[src/rtl/rs_issue_sched_pkg.sv]
// rtl/rs_issue_sched_pkg.sv - shared sizing and boolean constants for the RS issue scheduler
package rs_issue_sched_pkg;
    localparam int   RS_SIZE    = 16;
    localparam int   RS_IDX_LEN = $clog2(RS_SIZE);
    localparam logic TRUE       = 1'b1;
    localparam logic FALSE      = 1'b0;
endpackage

[src/rtl/rs_oldest_pick.sv]
// rtl/rs_oldest_pick.sv - combinational issue pick among candidate RS slots
// Build option: RS_AGE_ORDER_EN picks the oldest candidate via the age matrix, else the lowest index.
module rs_oldest_pick #(
    parameter int RS_SIZE = rs_issue_sched_pkg::RS_SIZE,
    parameter int IDX_LEN = $clog2(RS_SIZE)
) (
    input  logic [RS_SIZE-1:0]              cand,
`ifdef RS_AGE_ORDER_EN
    input  logic [RS_SIZE-1:0][RS_SIZE-1:0] age,
`endif
    output logic [IDX_LEN-1:0]              pick,
    output logic                            any
);
`ifdef RS_AGE_ORDER_EN
    logic [RS_SIZE-1:0] older;

    // older[i]: some other candidate predates slot i
    always_comb begin
        older = '0;
        for (int i = 0; i < RS_SIZE; i++)
            for (int j = 0; j < RS_SIZE; j++)
                if (cand[j] && age[j][i]) older[i] = 1'b1;
    end

    always_comb begin
        pick = '0;
        for (int i = RS_SIZE - 1; i >= 0; i--)
            if (cand[i] && !older[i]) pick = IDX_LEN'(i);
    end
`else
    always_comb begin
        pick = '0;
        for (int i = RS_SIZE - 1; i >= 0; i--)
            if (cand[i]) pick = IDX_LEN'(i);
    end
`endif

    assign any = |cand;
endmodule

[src/rtl/rs_issue_sched.sv]
// rtl/rs_issue_sched.sv - RS slot occupancy tracker and single-issue scheduler with EX handshake
// Build option: RS_AGE_ORDER_EN enables the age matrix for oldest-ready-first issue.
module rs_issue_sched #(
    parameter int RS_SIZE = rs_issue_sched_pkg::RS_SIZE,
    parameter int IDX_LEN = $clog2(RS_SIZE)
) (
    input  logic               clk,
    input  logic               rst,
    input  logic               ena_from_dsp,
    output logic [IDX_LEN-1:0] free_idx_to_rs,
    output logic               full_to_if,
    input  logic [RS_SIZE-1:0] rdy_from_rs,
    output logic               issue_valid_to_ex,
    output logic [IDX_LEN-1:0] issue_idx_to_rs,
    input  logic               issue_ready_from_ex,
    input  logic               rollback_from_rob,
    output logic [IDX_LEN:0]   count_to_dbg
);
    import rs_issue_sched_pkg::*;

    logic [RS_SIZE-1:0] occ_q, occ_d;
    logic               issue_valid_q, issue_valid_d;
    logic [IDX_LEN-1:0] issue_idx_q, issue_idx_d;
    logic [IDX_LEN:0]   count_q, count_d;
    logic [RS_SIZE-1:0] cand;
    logic [IDX_LEN-1:0] pick;
    logic               pick_any;
    logic               alloc, accept, load;

    always_comb begin
        free_idx_to_rs = '0;
        for (int i = RS_SIZE - 1; i >= 0; i--)
            if (!occ_q[i]) free_idx_to_rs = IDX_LEN'(i);
    end

    assign full_to_if = &occ_q;
    assign alloc      = ena_from_dsp && !full_to_if;
    assign accept     = issue_valid_q && issue_ready_from_ex;
    assign load       = !issue_valid_q || issue_ready_from_ex;

    // The held slot must not be re-picked while it is still on offer to EX
    always_comb begin
        cand = rdy_from_rs & occ_q;
        if (issue_valid_q) cand[issue_idx_q] = 1'b0;
    end

`ifdef RS_AGE_ORDER_EN
    logic [RS_SIZE-1:0][RS_SIZE-1:0] age_q, age_d;

    // A new entry is younger than every slot already resident
    always_comb begin
        age_d = age_q;
        if (alloc) begin
            for (int j = 0; j < RS_SIZE; j++) begin
                if (occ_q[j]) begin
                    age_d[j][free_idx_to_rs] = 1'b1;
                    age_d[free_idx_to_rs][j] = 1'b0;
                end
            end
        end
    end

    always_ff @(posedge clk or posedge rst) begin
        if (rst) age_q <= '0;
        else     age_q <= age_d;
    end

    rs_oldest_pick #(.RS_SIZE(RS_SIZE), .IDX_LEN(IDX_LEN)) u_pick (
        .cand (cand),
        .age  (age_q),
        .pick (pick),
        .any  (pick_any)
    );
`else
    rs_oldest_pick #(.RS_SIZE(RS_SIZE), .IDX_LEN(IDX_LEN)) u_pick (
        .cand (cand),
        .pick (pick),
        .any  (pick_any)
    );
`endif

    always_comb begin
        occ_d         = occ_q;
        issue_valid_d = issue_valid_q;
        issue_idx_d   = issue_idx_q;
        count_d       = count_q;
        if (rollback_from_rob) begin
            occ_d         = '0;
            issue_valid_d = FALSE;
            issue_idx_d   = '0;
            count_d       = '0;
        end else begin
            if (accept) occ_d[issue_idx_q] = 1'b0;
            if (alloc)  occ_d[free_idx_to_rs] = 1'b1;
            if (load) begin
                issue_valid_d = pick_any;
                if (pick_any) issue_idx_d = pick;
            end
            if (alloc && !accept)      count_d = count_q + 1'b1;
            else if (accept && !alloc) count_d = count_q - 1'b1;
        end
    end

    always_ff @(posedge clk or posedge rst) begin
        if (rst) begin
            occ_q         <= '0;
            issue_valid_q <= FALSE;
            issue_idx_q   <= '0;
            count_q       <= '0;
        end else begin
            occ_q         <= occ_d;
            issue_valid_q <= issue_valid_d;
            issue_idx_q   <= issue_idx_d;
            count_q       <= count_d;
        end
    end

    assign issue_valid_to_ex = issue_valid_q;
    assign issue_idx_to_rs   = issue_idx_q;
    assign count_to_dbg      = count_q;
endmodule

[config.mk]
export PLATFORM = sky130hd
export DESIGN_NAME = rs_issue_sched
export DESIGN_NICKNAME = d
export VERILOG_FILES = /design/src/rtl/rs_issue_sched_pkg.sv /design/src/rtl/rs_oldest_pick.sv /design/src/rtl/rs_issue_sched.sv
export SDC_FILE = /design/constraint.sdc
export NUM_CORES = 1
export LEC_CHECK = 0
export BUFFER_PORTS_ARGS = -buffer_cell sky130_fd_sc_hd__buf_2
export CELL_PAD_IN_SITES_DETAIL_PLACEMENT = 0
export CELL_PAD_IN_SITES_GLOBAL_PLACEMENT = 1
export CORE_ASPECT_RATIO = 2
export CORE_MARGIN = 2
export CORE_UTILIZATION = 41
export DETAILED_ROUTE_END_ITERATION = 6
export PLACE_DENSITY_LB_ADDON = 0.08
export SYNTH_ARGS = -nofsm -noshare
export SYNTH_HDL_FRONTEND = slang
export SYNTH_SLANG_ARGS = --single-unit
[constraint.sdc]
create_clock -name clk -period 3.07 [get_ports clk]
set_input_delay 0.4605 -clock clk [delete_from_list [all_inputs] [get_ports clk]]
set_output_delay 0.4605 -clock clk [all_outputs]
set_load 0.01 [all_outputs]
After elaboration in Yosys (flattened, before gate mapping)
Index checks and enable logic that the tools add are counted.
{"block": "word_totals", "out_inout_bits": 15, "ramBits": 0, "register_bits": 26, "latchBits": 0, "romBits": 0, "input_bits": 21, "mem_count": 0}
{"block": "op_classes", "div": 0, "n_mul": 0, "shifts": 0, "n_lt_le_gt_ge": 4, "mux": 49, "eq_ne": 0, "n_addsub": 2, "n_reduce_logical": 17, "n_bitwise": 5}
{"cell": "4-bit two-way mux", "count": 35}
{"cell": "16-bit two-way mux", "count": 5}
{"cell": "16-bit bitwise AND", "count": 3}
{"cell": "16-bit inverter", "count": 1}
{"cell": "16-bit bitwise OR", "count": 1}
{"cell": "16-bit AND reduction", "count": 1}
{"cell": "16-bit OR reduction", "count": 1}
{"cell": "5-bit two-way mux", "count": 3}
{"cell": "4-bit by 5-bit < comparator with 1-bit output (second input constant)", "count": 2}
{"cell": "1-bit demux with 4-bit select", "count": 2}
{"cell": "4-bit by 1-bit >= comparator with 1-bit output (second input constant)", "count": 2}
{"cell": "1-bit logical AND", "count": 6}
{"cell": "5-bit by 1-bit adder with 5-bit output (second input constant)", "count": 1}
{"cell": "5-bit by 1-bit subtractor with 5-bit output (second input constant)", "count": 1}
{"cell": "1-bit zero test", "count": 4}
{"cell": "1-bit two-way mux", "count": 4}
{"cell": "2-bit nonzero test", "count": 2}
{"cell": "3-bit nonzero test", "count": 1}
{"cell": "2-bit AND reduction", "count": 1}
{"cell": "1-bit logical OR", "count": 1}

Depth between registers and ports, before layout
{"block": "depth", "word_depth": 26, "depth_mapped": 12, "depth_no_buf": 11}

Hierarchy
From an unflattened synthesis, not the netlist that was laid out.
{"block": "unflattened", "hier_cells": 240, "hier_area_um2": 1869.3}
{"module": "rs_issue_sched", "area_per_inst_um2": 1692.9, "cells_each": 206, "instances": 1, "seq_area_each_um2": 650.6}
{"module": "rs_oldest_pick", "area_per_inst_um2": 176.4, "cells_each": 34, "instances": 1, "seq_area_each_um2": 0.0}

Worst setup path after synthesis
OpenSTA, ideal clock, no wires.
{"block": "synth_path", "path_kind": "register -> register", "from": "reg occ_q[2]", "to": "reg count_q[4], in the netlist count_to_dbg[4]", "setup_ns": 0.132, "period_less_slack_ns": 2.554, "arrival_ns": 2.422, "path_slack_ns": 0.516, "stages_incl_launch_ff": 13, "n_path_buf": 1, "cell_sequence": "dfrtp_1 clkbuf_1 nand4_1 o41ai_1 a21o_1 inv_1 fa_1 inv_1 a21o_1 a21oi_1 mux2i_1 xnor2_1 nor2_1"}
{"block": "synth_via", "elab_chain_cells": 6, "word_cells_on_any_way": 9}
{"item": "start: declaration", "line_no": "rs_issue_sched.sv:21", "source": "logic [RS_SIZE-1:0] occ_q, occ_d;"}
{"item": "start signal: assignment", "line_no": "rs_issue_sched.sv:106", "source": "occ_q <= '0;"}
{"item": "start signal: assignment", "line_no": "rs_issue_sched.sv:111", "source": "occ_q <= occ_d;"}
{"item": "16-bit AND reduction *", "line_no": "rs_issue_sched.sv:36", "source": "assign full_to_if = &occ_q;"}
{"item": "1-bit zero test *", "line_no": "rs_issue_sched.sv:37", "source": "assign alloc = ena_from_dsp && !full_to_if;"}
{"item": "1-bit logical AND *", "line_no": "rs_issue_sched.sv:37"}
{"item": "1-bit logical AND or 1-bit zero test (tied branches)", "line_no": "rs_issue_sched.sv:99, rs_issue_sched.sv:100"}
{"item": "5-bit two-way mux or 1-bit logical AND (tied branches)", "line_no": "rs_issue_sched.sv:99, rs_issue_sched.sv:100"}
{"item": "5-bit two-way mux or 3-bit nonzero test (tied branches)"}
{"item": "end signal: assignment", "line_no": "rs_issue_sched.sv:114", "source": "count_q <= count_d;"}
{"item": "end: declaration", "line_no": "rs_issue_sched.sv:24", "source": "logic [IDX_LEN:0] count_q, count_d;"}
Every way passes the cells marked *; elsewhere a longest branch is shown, timed or not.
A chain may end at the register's enable or synchronous reset.

Worst setup path in the final report
{"block": "layout_path", "from": "reg occ_q[14]", "to": "out free_idx_to_rs[0]"}
{"block": "layout_via", "elab_chain_cells": 15}
{"item": "4-bit two-way mux (15 in a row)", "line_no": "rs_issue_sched.sv:33", "source": "if (!occ_q[i]) free_idx_to_rs = IDX_LEN'(i);"}
{"item": "end: declaration", "line_no": "rs_issue_sched.sv:10", "source": "output logic [IDX_LEN-1:0] free_idx_to_rs,"}
Every way passes these cells.

==> run_results.csv <==
group,metric,value,unit
power,power_density,322.3,nW/um2
setup_path,critPathMaxFanout,8,
global_routing,grt_pass1_wl,10560,um
place,pre_cts_ws,493.9,ps
setup_path,cp.arrival,2240,ps
global_routing,grt_max_degree,27,
setup_path,cp_data_required_time,2610,ps
setup_path,slowest_stage,"a311oi_1",
yosys,netlist_instances,259,
timing,post-route-period-util,87.84,%
job,maxCapViolCount,0,
timing,fmax,370.8,MHz
timing,report.final.slew_viol_count,0,
clock_tree,hold_buffers,0,
clock_tree,cts_buffers,3,
die,start_util,42.13,%
yosys,seq_area_frac_synth,31.75,%
clock_tree,cts_tree,"yes",
clock_tree,ctsResizeCount,0,
clock_tree,cts.path.max_buffers,2,
drt,dr.pass1.iters,4,
setup_path,rrSetupSlack,440,ps
yosys,ys_warn_count,0,
setup_path,crit_chain,"nor2b_1 -> o21ai_0 -> nand2_1 -> a311oi_1 -> o31a_1 -> inv_1 -> buf_2",
timing,tns,0,ps
place,place.gp.congestion,0.8412,
setup_path,r2r-start,"occ_q[5]",
drt,wire_per_inst,19.07,um
clock_tree,clk_latency,280,ps
setup_path,start_kind,"flip-flop",
cells_and_area,drive_gt1_share,18.84,%
drt,drc,0,
die,rows,36,
drt,viasPerCell,6.264,
outcome,status,"completed",
yosys,synth_area_leaders,"dfrtp_1 32%, nand2_1 8.8%, a21oi_1 4.9%",
power,p_leak,1.084,nW
die,die_w,54.00,um
place,postPlaceCellArea,2283,um2
power,ir_worst_vdd,0.2987,mV
place,dp_hpwl,5243,um
yosys,yosys.area.top_type,"dfrtp_1",
cells_and_area,instances_no_fill,349,
place,dp_cells,345,
setup_path,r2r_end,"count_to_dbg[4]",
place,io_buffers,35,
clock_tree,postCtsSetupRepairBufs,0,
clock_tree,cts.clk_slew.worst_paths,90,ps
drt,routed_wl,6655,um
timing,worstMarginPinSlew,1066,ps
global_routing,grt_use_total,25.50,%
yosys,syn_avg_cell_area,7.913,um2
cells_and_area,utilization,48.07,%
setup_path,end_kind,"output pin",
drt,drt-initial-drc-count,78,
yosys,synth_top_cell_area_share,31.75,%
yosys,ys_ff_latch,26,
drt,ant_nets,0,
yosys,ys_types,58,
cells_and_area,area_growth,14.10,%
die,die_h,104.0,um
timing,setup_ws,373.2,ps
die,core_area,4865,um2
yosys,ys_async_sr_fraction,100.0,%
cells_and_area,fin_nets,318,
timing,maxSlewHeadroom,28.87,%
setup_path,reg2regPathDepth,11,
yosys,synth_area,2049,um2
setup_path,cp-startpoint,"occ_q[14]",
power,power,753.8,uW
die,top_level_ports,36,
timing,hold_ws,428.7,ps
yosys,synth_ff_type,"dfrtp_1",
yosys,synth_edf_count,0,
clock_tree,htree_levels,1,
setup_path,worst-setup-path-type,"flip-flop to output pin",
setup_path,crit_path_end,"free_idx_to_rs[0]",
timing,rsz0062_at_grt,"no",
setup_path,cpPeakStageDelay,480,ps
timing,setup_viol_count_final,0,
clock_tree,cts-root-buf,"clkbuf_8",
timing,fin_skew,7.066,ps
yosys,syn-num-nets,284,
drt,route.vias.total,2186,
timing,finalCriticalPeriod,2697,ps
clock_tree,cts_sinks,26,
global_routing,antenna_found_initial,0,
cells_and_area,fill_cells,519,
global_routing,grt_pass1_vias,2156,
cells_and_area,design_area,2338,um2
die,die-area,5615,um2
timing,timing_hold_violations_final,0,
worst_hold_path,hp-class,"input port to asynchronous set/reset pin",
cells_and_area,diodes,0,
global_routing,grt_overflow,0,
[routing by layer]
layer	routed length, um	part of all wire, %	GRT usage [%]	up-vias
li1	-	-	-	1034
met1	2438	37	28.53	1047
met2	3564	54	44.34	76
met3	237	3.6	2.155	29
met4	414	6.2	14.11	0
met5	0	0	0	-
[placed cells by master, fill, tap and decap left out, types with 3 or more instances in the layout]
cell	count
nor3b_1	4
a211oi_1	6
dfrtp_1	26
a31o_2	3
nand3_1	11
nor2_1	14
and4_1	3
inv_1	13
and2_1	3
nor2b_1	4
ha_1	3
o211ai_1	10
a21oi_2	3
o211a_1	3
clkbuf_8	4
a21o_1	6
o21ai_0	15
buf_2	35
a21oi_1	20
buf_4	4
nand4_1	5
nand2_1	48
nor3_1	6
[power by group]
| part | switching [mW] | leakage [nW] | total [mW] | internal (mW) |
|---|---|---|---|---|
| combinational | 0.0903 | 0.701 | 0.155 | 0.0644 |
| clock | 0.111 | 0.0288 | 0.226 | 0.115 |
| sequential | 0.0175 | 0.355 | 0.373 | 0.356 |
[registers in the layout, indices dropped and copies added (netlist names)]
| register | cells |
|---|---|
| count_to_dbg | 5 |
| issue_idx_to_rs | 4 |
| issue_valid_to_ex | 1 |
| occ_q | 16 |
[synthesized netlist by cell type (all sizes together), types with 4 or more instances]
library cell   n
nor2b          4
a211oi         6
clkbuf         8
dfrtp         26
o21ai         15
a21oi         23
a21o           6
nand3         11
inv           13
o211ai        10
nand2         48
nor3           6
a31o           4
nor2          14
nor3b          5
nand4          5
[layout make-up]
type	instances	area (um2)	area share (%)
multi-input cells	210	1308	55.91
inverters	13	48.80	2.087
repair buffers	39	205.2	8.775
clock buffers	4	55.05	2.354
well taps	57	71.32	3.050
flip-flops and latches	26	650.6	27.82
[worst min path at each step]
| stage | from | end | slack [ps] |
|---|---|---|---|
| floorplan | rst | count_to_dbg[0] | 500 |
| global placement | count_to_dbg[4] | count_to_dbg[4] | 540 |
| detailed placement | count_to_dbg[4] | count_to_dbg[4] | 540 |
| CTS | rst | occ_q[0] | 480 |
| global route | rst | occ_q[0] | 530 |
| finish | rst | occ_q[0] | 430 |
[critical path, delay by kind of cell, from the launching register on]
| kind | cells | cell delay [ps] |
|---|---|---|
| AND/OR/NAND/NOR | 2 | 240 |
| flip-flops | 1 | 470 |
| AO/OA/AOI/OAI | 3 | 950 |
| buffers and inverters | 2 | 300 |
[logic make-up (layout without fill, tap and decap cells)]
family / count (synthesis) / after routing / share of synthesized area (%)
adder cells (fa/ha/maj): 4 / 4 / 2.809
AND/OR/NAND/NOR: 111 / 111 / 27.53
XOR/XNOR: 4 / 4 / 1.710
multiplexers: 2 / 2 / 0.9768
flip-flops: 26 / 26 / 31.75
AO/OA/AOI/OAI: 89 / 89 / 30.77
buffers and inverters: 23 / 56 / 4.457
Power figures use the tool's default switching activity.
